$ cat config.mk
export PLATFORM = sky130hd
export DESIGN_NAME = ps2_note_mapper_flat
export DESIGN_NICKNAME = d
export VERILOG_FILES = /design/src/rtl/ps2_note_pkg.sv /design/src/rtl/ps2_note_mapper_if.sv /design/src/rtl/note_event_fifo.sv /design/src/rtl/ps2_note_mapper.sv /design/src/flat_wrapper.sv
export SDC_FILE = /design/constraint.sdc
export NUM_CORES = 1
export LEC_CHECK = 0
export CORE_UTILIZATION = 45
export DETAILED_ROUTE_END_ITERATION = 10
export MAX_ROUTING_LAYER = met4
export PLACE_DENSITY = 0.67
export SLEW_MARGIN = 25
export SYNTH_ARGS = -nofsm -noshare
export SYNTH_HDL_FRONTEND = slang
export SYNTH_SLANG_ARGS = --single-unit
$ cat constraint.sdc
create_clock -name clk -period 3.85 [get_ports clk]
set_input_delay 0.77 -clock clk [delete_from_list [all_inputs] [get_ports clk]]
set_output_delay 0.77 -clock clk [all_outputs]
set_load 0.01 [all_outputs]
$ cat src/rtl/ps2_note_pkg.sv
// ---------------------------------------------------------------------------
// ps2_note_pkg
// Shared definitions for the PS/2 note mapper:
//   - scan-code constants (prefixes, the 13 piano keys, octave keys)
//   - map_note_key(): scan code -> {hit, idx[3:0]}
//   - octave limits
//   - note_event_t: 8-bit FIFO entry {note_on, note[6:0]}
//   - kc_kind_t: classification of one keycode update
// ---------------------------------------------------------------------------
package ps2_note_pkg;

  localparam logic [7:0] SC_NONE     = 8'h00;
  localparam logic [7:0] SC_RELEASE  = 8'hF0;
  localparam logic [7:0] SC_EXTENDED = 8'hE0;
  localparam logic [7:0] SC_OCT_DOWN = 8'h1A;  // Z
  localparam logic [7:0] SC_OCT_UP   = 8'h22;  // X

  // Home-row piano layout, index order 0..12
  localparam logic [7:0] SC_A = 8'h1C, SC_W = 8'h1D, SC_S = 8'h1B, SC_E = 8'h24;
  localparam logic [7:0] SC_D = 8'h23, SC_F = 8'h2B, SC_T = 8'h2C, SC_G = 8'h34;
  localparam logic [7:0] SC_Y = 8'h35, SC_H = 8'h33, SC_U = 8'h3C, SC_J = 8'h3B;
  localparam logic [7:0] SC_K = 8'h42;

  localparam int         NUM_KEYS = 13;
  localparam logic [2:0] OCT_MIN  = 3'd1;
  localparam logic [2:0] OCT_MAX  = 3'd7;
  localparam int         EV_W     = 8;

  typedef struct packed {
    logic       note_on;
    logic [6:0] note;
  } note_event_t;

  typedef struct packed {
    logic       hit;
    logic [3:0] idx;
  } key_map_t;

  typedef enum logic [1:0] {
    KC_NONE,
    KC_PRESS,
    KC_RELEASE
  } kc_kind_t;

  function automatic key_map_t map_note_key(input logic [7:0] code);
    key_map_t m;
    m.hit = 1'b1;
    m.idx = 4'd0;
    case (code)
      SC_A: m.idx = 4'd0;
      SC_W: m.idx = 4'd1;
      SC_S: m.idx = 4'd2;
      SC_E: m.idx = 4'd3;
      SC_D: m.idx = 4'd4;
      SC_F: m.idx = 4'd5;
      SC_T: m.idx = 4'd6;
      SC_G: m.idx = 4'd7;
      SC_Y: m.idx = 4'd8;
      SC_H: m.idx = 4'd9;
      SC_U: m.idx = 4'd10;
      SC_J: m.idx = 4'd11;
      SC_K: m.idx = 4'd12;
      default: m.hit = 1'b0;
    endcase
    return m;
  endfunction

endpackage

$ cat src/rtl/ps2_note_mapper_if.sv
// ---------------------------------------------------------------------------
// ps2_note_mapper_if
// Note-event valid/ready channel.
//   ev_valid   : head of the event queue holds an event
//   ev_ready   : consumer takes the head when ev_valid & ev_ready
//   ev_note_on : 1 = note-on, 0 = note-off
//   ev_note    : MIDI note number
// master = event producer (mapper), slave = event consumer.
// ---------------------------------------------------------------------------
interface ps2_note_mapper_if;
  logic       ev_valid;
  logic       ev_ready;
  logic       ev_note_on;
  logic [6:0] ev_note;

  modport master (output ev_valid, ev_note_on, ev_note, input ev_ready);
  modport slave  (input ev_valid, ev_note_on, ev_note, output ev_ready);
endinterface

$ cat src/rtl/note_event_fifo.sv
// ---------------------------------------------------------------------------
// note_event_fifo
// Synchronous FIFO of note events; head read straight from the storage
// registers so a pushed entry is visible the cycle after the push.
//   clk, rst : clock, synchronous active-high reset
//   push,din : write request / data (accepted if not full, or full with pop)
//   full     : DEPTH entries stored
//   pop      : remove head (ignored when empty)
//   dout     : head entry, forced to 0 when empty
//   empty    : no entries stored
// DEPTH must be a power of two so the pointers wrap naturally.
// ---------------------------------------------------------------------------
module note_event_fifo
  import ps2_note_pkg::*;
#(
  parameter int DEPTH = 4
) (
  input  logic        clk,
  input  logic        rst,
  input  logic        push,
  input  note_event_t din,
  output logic        full,
  input  logic        pop,
  output note_event_t dout,
  output logic        empty
);

  localparam int AW = (DEPTH > 1) ? $clog2(DEPTH) : 1;

  note_event_t   mem [DEPTH];
  logic [AW-1:0] wr_ptr, rd_ptr;
  logic [AW:0]   count;
  logic          pop_ok, push_ok;

  assign full    = (count == (AW+1)'(DEPTH));
  assign empty   = (count == '0);
  assign pop_ok  = pop & ~empty;
  // A full queue still takes a push when the head leaves in the same cycle.
  assign push_ok = push & (~full | pop_ok);
  assign dout    = empty ? '0 : mem[rd_ptr];

  // NOTE: sequential state is assigned with <= so every register samples
  // the pre-edge values; blocking here would create order-dependent races.
  always_ff @(posedge clk) begin
    if (rst) begin
      wr_ptr <= '0;
      rd_ptr <= '0;
      count  <= '0;
    end else begin
      if (push_ok) wr_ptr <= wr_ptr + 1'b1;
      if (pop_ok)  rd_ptr <= rd_ptr + 1'b1;
      case ({push_ok, pop_ok})
        2'b10:   count <= count + 1'b1;
        2'b01:   count <= count - 1'b1;
        default: count <= count;
      endcase
    end
  end

  // NOTE: the storage array has no reset; emptiness is tracked by count and
  // dout is masked when empty, so resetting every entry would buy nothing.
  always_ff @(posedge clk) begin
    if (push_ok) mem[wr_ptr] <= din;
  end

endmodule

$ cat src/rtl/ps2_note_mapper.sv
// ---------------------------------------------------------------------------
// ps2_note_mapper
// Turns PS/2 receiver keycodes into note-on/note-off events.
//   clk, rst : clock, synchronous active-high reset
//   keycode  : {prefix, scan code} from the receiver
//   ev       : event channel (master side), see ps2_note_mapper_if
//   octave   : current octave, 1..7
//   overflow : sticky, an event was dropped on a full queue
// Pipeline: keycode -> kc_q (update = kc_q != kc_prev) -> classified event
// register -> FIFO. An event reaches ev_valid three cycles after keycode.
// ---------------------------------------------------------------------------
module ps2_note_mapper
  import ps2_note_pkg::*;
#(
  parameter int FIFO_DEPTH  = 4,
  parameter int BASE_OCTAVE = 4
) (
  input  logic                clk,
  input  logic                rst,
  input  logic [15:0]         keycode,
  ps2_note_mapper_if.master   ev,
  output logic [2:0]          octave,
  output logic                overflow
);

  logic [15:0]   kc_q, kc_prev;
  logic [7:0]    prefix, code;
  kc_kind_t      kind;
  key_map_t      key;

  logic [NUM_KEYS-1:0] held;
  logic [6:0]          note_mem [NUM_KEYS];
  logic [6:0]          note_calc;

  logic          push_next, push_q;
  note_event_t   push_ev_next, push_ev_q;
  logic          held_set, held_clr;
  logic [2:0]    octave_next;

  logic          fifo_full, fifo_empty, pop, drop;
  note_event_t   head;

  assign prefix    = kc_q[15:8];
  assign code      = kc_q[7:0];
  assign key       = map_note_key(code);
  assign note_calc = 7'd12 * (7'(octave) + 7'd1) + 7'(key.idx);

  // NOTE: every always_comb output gets a default first, so no path through
  // the block leaves a value unassigned and no latch is inferred.
  always_comb begin
    kind = KC_NONE;
    if (kc_q != kc_prev && code != SC_NONE) begin
      if (prefix == SC_RELEASE)       kind = KC_RELEASE;
      else if (prefix != SC_EXTENDED) kind = KC_PRESS;
    end
  end

  always_comb begin
    push_next    = 1'b0;
    push_ev_next = '0;
    held_set     = 1'b0;
    held_clr     = 1'b0;
    octave_next  = octave;
    case (kind)
      KC_PRESS: begin
        // Octave keys step on every press, so receiver auto-repeats walk it.
        if (code == SC_OCT_DOWN) begin
          if (octave > OCT_MIN) octave_next = octave - 3'd1;
        end else if (code == SC_OCT_UP) begin
          if (octave < OCT_MAX) octave_next = octave + 3'd1;
        end else if (key.hit && !held[key.idx]) begin
          push_next            = 1'b1;
          push_ev_next.note_on = 1'b1;
          push_ev_next.note    = note_calc;
          held_set             = 1'b1;
        end
      end
      KC_RELEASE: begin
        // Note-off reuses the stored note so octave changes while held
        // cannot orphan the sounding note.
        if (key.hit && held[key.idx]) begin
          push_next            = 1'b1;
          push_ev_next.note_on = 1'b0;
          push_ev_next.note    = note_mem[key.idx];
          held_clr             = 1'b1;
        end
      end
      default: ;
    endcase
  end

  assign pop  = ev.ev_valid & ev.ev_ready;
  assign drop = push_q & fifo_full & ~pop;

  always_ff @(posedge clk) begin
    if (rst) begin
      kc_q      <= '0;
      kc_prev   <= '0;
      held      <= '0;
      octave    <= 3'(BASE_OCTAVE);
      push_q    <= 1'b0;
      push_ev_q <= '0;
      overflow  <= 1'b0;
    end else begin
      kc_q      <= keycode;
      kc_prev   <= kc_q;
      push_q    <= push_next;
      push_ev_q <= push_ev_next;
      octave    <= octave_next;
      if (held_set) held[key.idx] <= 1'b1;
      if (held_clr) held[key.idx] <= 1'b0;
      if (drop)     overflow      <= 1'b1;
    end
  end

  always_ff @(posedge clk) begin
    if (held_set) note_mem[key.idx] <= note_calc;
  end

  note_event_fifo #(.DEPTH(FIFO_DEPTH)) u_fifo (
    .clk   (clk),
    .rst   (rst),
    .push  (push_q),
    .din   (push_ev_q),
    .full  (fifo_full),
    .pop   (pop),
    .dout  (head),
    .empty (fifo_empty)
  );

  assign ev.ev_valid   = ~fifo_empty;
  assign ev.ev_note_on = head.note_on;
  assign ev.ev_note    = head.note;

endmodule
$ cat src/flat_wrapper.sv
// flat-port wrapper written by rule: the top's interface ports become plain ports
module ps2_note_mapper_flat import ps2_note_pkg::*;
#(
  parameter int FIFO_DEPTH  = 4,
  parameter int BASE_OCTAVE = 4
)
  (clk, rst, keycode, octave, overflow, ev_ev_valid, ev_ev_note_on, ev_ev_note, ev_ev_ready);
  ps2_note_mapper_if ev_i ();
  input  logic clk;
  input  logic rst;
  input  logic [15:0] keycode;
  output logic [2:0] octave;
  output logic overflow;
  output wire logic [$bits(ev_i.ev_valid)-1:0] ev_ev_valid;
  output wire logic [$bits(ev_i.ev_note_on)-1:0] ev_ev_note_on;
  output wire logic [$bits(ev_i.ev_note)-1:0] ev_ev_note;
  input wire logic [$bits(ev_i.ev_ready)-1:0] ev_ev_ready;
  assign ev_ev_valid = ev_i.ev_valid;
  assign ev_ev_note_on = ev_i.ev_note_on;
  assign ev_ev_note = ev_i.ev_note;
  assign ev_i.ev_ready = ev_ev_ready;
  ps2_note_mapper #(.FIFO_DEPTH(FIFO_DEPTH), .BASE_OCTAVE(BASE_OCTAVE)) u_core (.clk(clk), .rst(rst), .keycode(keycode), .ev(ev_i), .octave(octave), .overflow(overflow));
endmodule
==> summary.md <==
| Metric | Value |
|---|---|
| Vias in the first global route | approximately 5200 |
| Pwr dens | ~440 nW/µm² |
| Initial antenna violation count | 0 |
| Most common cell after layout, fill and taps aside | edfxtp_1 |
| DRC | 0 |
| Fraction of layout cells with a size suffix above 1 | just over 10% |
| Nature of the critical path startpoint | register |
| GRT met1 Usage | between 20% and 30% |
| Flop pwr share | 53.5% |
| Ant diodes | 0 |
| P_int | between 0.003 and 0.004 W |
| Die height | between 100 and 150 µm |
| Commonest non-fill, non-tap cells in the layout | 123 x edfxtp_1, 89 x nand2_1, 67 x dfxtp_1 |
| Worst Hold Class | register to register |
| Clock buffer depth | 2 |
| Detailed Route WL | between 15000 and 20000 µm |
| Hold Vio Cnt, Final | 0 |
| Grt total ovfl | 0 |
| Drt initial violations | ~430 |
| GR Layer Usage met2 | a little under a third |
| Aggregate global-route resource usage | approximately a fifth |
| Gate power share | under 10% |
| Crit-path cells | nor4b_1 -> a2bb2oi_1 -> a221oi_1 -> a211oi_1 -> a2111oi_4 -> nand2_1 -> nor3_1 -> buf_4 |
| Final worst path period need | around 3.4 ns |
| ANT nets after route | 0 |
| Port bufs | 31 |
| Worst-Skew Late Latency | 0.44 ns |
| Number of synthesized flops with an enable pin | 123 |
| Pin count of the biggest net entering global routing | between 50 and 60 |
| CP Max Fanout | 11 |
| RSZ-0062 raised after global routing | false |
| Gr busiest metal | met2 |
| Reg2Reg Depth | 8 |
| Clk network pwr share | between 40% and 50% |
| Starting Density | 46.61% |
| Worst-Margin Slew | 0.7337 ns |
| Syn Area/Cell | approximately 12 µm² |
| Ys async rst share | 0% |
| 1st-pass router iterations | 5 |
| Die Wd | ~140 µm |
| Seq/Total Area, Yosys | between 60 and 70% |
| Crit path DAT | approximately 3.5 ns |
| Synth Instances | slightly below 700 |
| HPWL Detailed | approximately 12000 µm |
| Slowest Stage Delay on Critical Path | between 0.6 and 0.7 ns |
| Rows | 48 |
| Cts hold-fix bufs | 0 |
| Gpl congestion | 0.9134 |
| Worst R2R End | u_core.note_mem[3][0] |
| Clock root cell | clkbuf_16 |
| Reg-to-Reg Start | u_core.kc_q[2] |
| DR vias/cell | between 5 and 6 |
| Crit Path Category | register to register |
| Fin Hold WS | around 0.48 ns |
| Post-Syn Nets | 715 |
| Wire per inst | ~18 µm |
| Critical path required time | 3.99 ns |
| Skew final | 0.01196 ns |
| CTS clk-pin slew, worst paths | around 0.070 ns |
| Worst VDD drop | between 0.3 and 0.4 mV |
| Sw Pwr | about 0.00094 W |
| Vias | between 5000 and 6000 |
| Slew headroom | about half |
| First-pass GRT wire length | 26900 µm |
| Switching share of power | between 20% and 30% |
| Max Cap Viol | 0 |
| Crit end category | register |
| CTS tree | yes |
| Die area | roughly 19000 µm² |
| Period utilisation layout | 87.64% |
| Worst Setup SP | u_core.kc_q[2] |
| Area grow syn2layout | 14.21% |
| Status | finished, final reports clean |
| Synth cell types | 67 |
| Crit-path slowest cell | nor4b_1 |
| Mapped cell area | 8145 µm² |
| CP Capture Point | u_core.note_mem[3][0] |
| Clk sinks | 190 |
| # IOs | 32 |
| Flops & latches, synth | 190 |
| Lkg Pwr | 3.148 nW |
| Max Slew Vio Count | 0 |
| Core area | ~17000 µm² |
| H-tree levels | 4 |
| Yosys warns | 0 |
| Ys flop type | edfxtp_1 |
| Final net count | around 750 |
| CTS Buf Count | 17 |
| Grt met3 use | 4.259% |
| Final setup fails | 0 |
| Setup TNS | 0 ns |
| Max Fclk | slightly below 300 MHz |
| Total design power | ~0.004 W |
| Flop-to-flop setup slack | 0.48 ns |
| Post-CTS sizing | 0 |
| Post CTS Setup Buffer Count | 0 |
flip-flops by register name, indices dropped and copies added (netlist names), 3 cells and up, named ones only:
signal,cells
u_core.kc_q,16
u_core.u_fifo.mem,32
u_core.note_mem,91
u_core.u_fifo.count,3
u_core.kc_prev,16
u_core.octave,3
u_core.held,13
u_core.push_ev_q,8
worst max-delay path, delay by kind of cell, from the launching register on:
family / cells / cell delay (ns)
buffers and inverters: 1 / 0.24
AND/OR/NAND/NOR: 3 / 1.17
AO/OA/AOI/OAI: 4 / 1.15
flip-flops: 1 / 0.53
synthesized netlist by cell type (7+ instances only):
library cell / count / share of area (%)
a21oi_1: 19 / 1.2
a211oi_1: 12 / 1.1
nor2_1: 25 / 1.2
buf_2: 8 / 0.49
ha_1: 15 / 2.3
xor2_1: 7 / 0.75
edfxtp_1: 123 / 45
mux4_2: 8 / 2.2
dfxtp_1: 67 / 16
nor4_1: 8 / 0.61
nand2_1: 89 / 4.1
clkbuf_1: 19 / 0.88
nor2b_1: 34 / 2.6
and3_1: 10 / 0.77
and2_1: 20 / 1.5
inv_1: 22 / 1.0
nor3_1: 13 / 0.80
nand3_1: 48 / 2.9
xnor2_1: 25 / 2.7
metrics by stage:
| stage | cell area [µm²] | cells | util [%] | worst slack [ns] |
|---|---|---|---|---|
| global route | 9303 | 949 | 53.23 | 0.2882 |
| CTS | 9303 | 949 | 53.23 | 0.5135 |
| floorplan | 8145 | 678 | - | 0.4527 |
| finish | 9303 | 949 | 53.23 | 0.4760 |
| detailed placement | 8711 | 917 | 49.84 | 0.5294 |
| global placement | 8711 | 917 | 49.84 | 0.6507 |
cells by family after synthesis:
logic type               count (synthesis)  synth area share [%]
AO/OA/AOI/OAI                           82                 7.619
XOR/XNOR                                32                 3.441
adder cells (fa/ha/maj)                 18                 3.042
buffers and inverters                   60                 3.164
flip-flops                             190                 61.81
multiplexers                            15                 3.088
AND/OR/NAND/NOR                        281                 17.83
final cells by class:
| cell class | count | area (µm²) |
|---|---|---|
| multi-input combinational | 428 | 2853 |
| inverter | 23 | 86.33 |
| tap | 225 | 281.5 |
| clock inverter | 15 | 166.4 |
| fill | 1450 | 8174 |
| timing repair buffer | 51 | 455.4 |
| clock buffer | 17 | 425.4 |
| sequential | 190 | 5035 |
power groups by stage:
stage / combinational [W] / sequential (W) / clock [W]
after floorplan: 0.000127 / 0.00223 / 0
after detailed placement: 0.000176 / 0.00225 / 0
after CTS: 0.000177 / 0.00220 / 0.00177
after global placement: 0.000172 / 0.00225 / 0
final: 0.000176 / 0.00220 / 0.00174
after global routing: 0.000191 / 0.00221 / 0.00185
worst min path at each step:
stage | start | end | slack [ns] | cells past startpoint
after floorplan | u_core.push_ev_q[0] | u_core.u_fifo.mem[0][0] | 0.44 | 0
after global placement | u_core.push_ev_q[2] | u_core.u_fifo.mem[2][2] | 0.45 | 0
after detailed placement | u_core.push_ev_q[5] | u_core.u_fifo.mem[2][5] | 0.46 | 0
after CTS | u_core.push_ev_q[5] | u_core.u_fifo.mem[2][5] | 0.48 | 0
after global routing | u_core.push_ev_q[5] | u_core.u_fifo.mem[2][5] | 0.51 | 0
final | u_core.overflow | u_core.overflow | 0.48 | 2
metal layers:
metal,part of all wire (%),vias to the layer above
li1,-,2525
met1,45,2568
met2,48,153
met3,5.4,20
met4,1.1,0
met5,0,-
No activity file was read; power rests on OpenSTA's default activity.
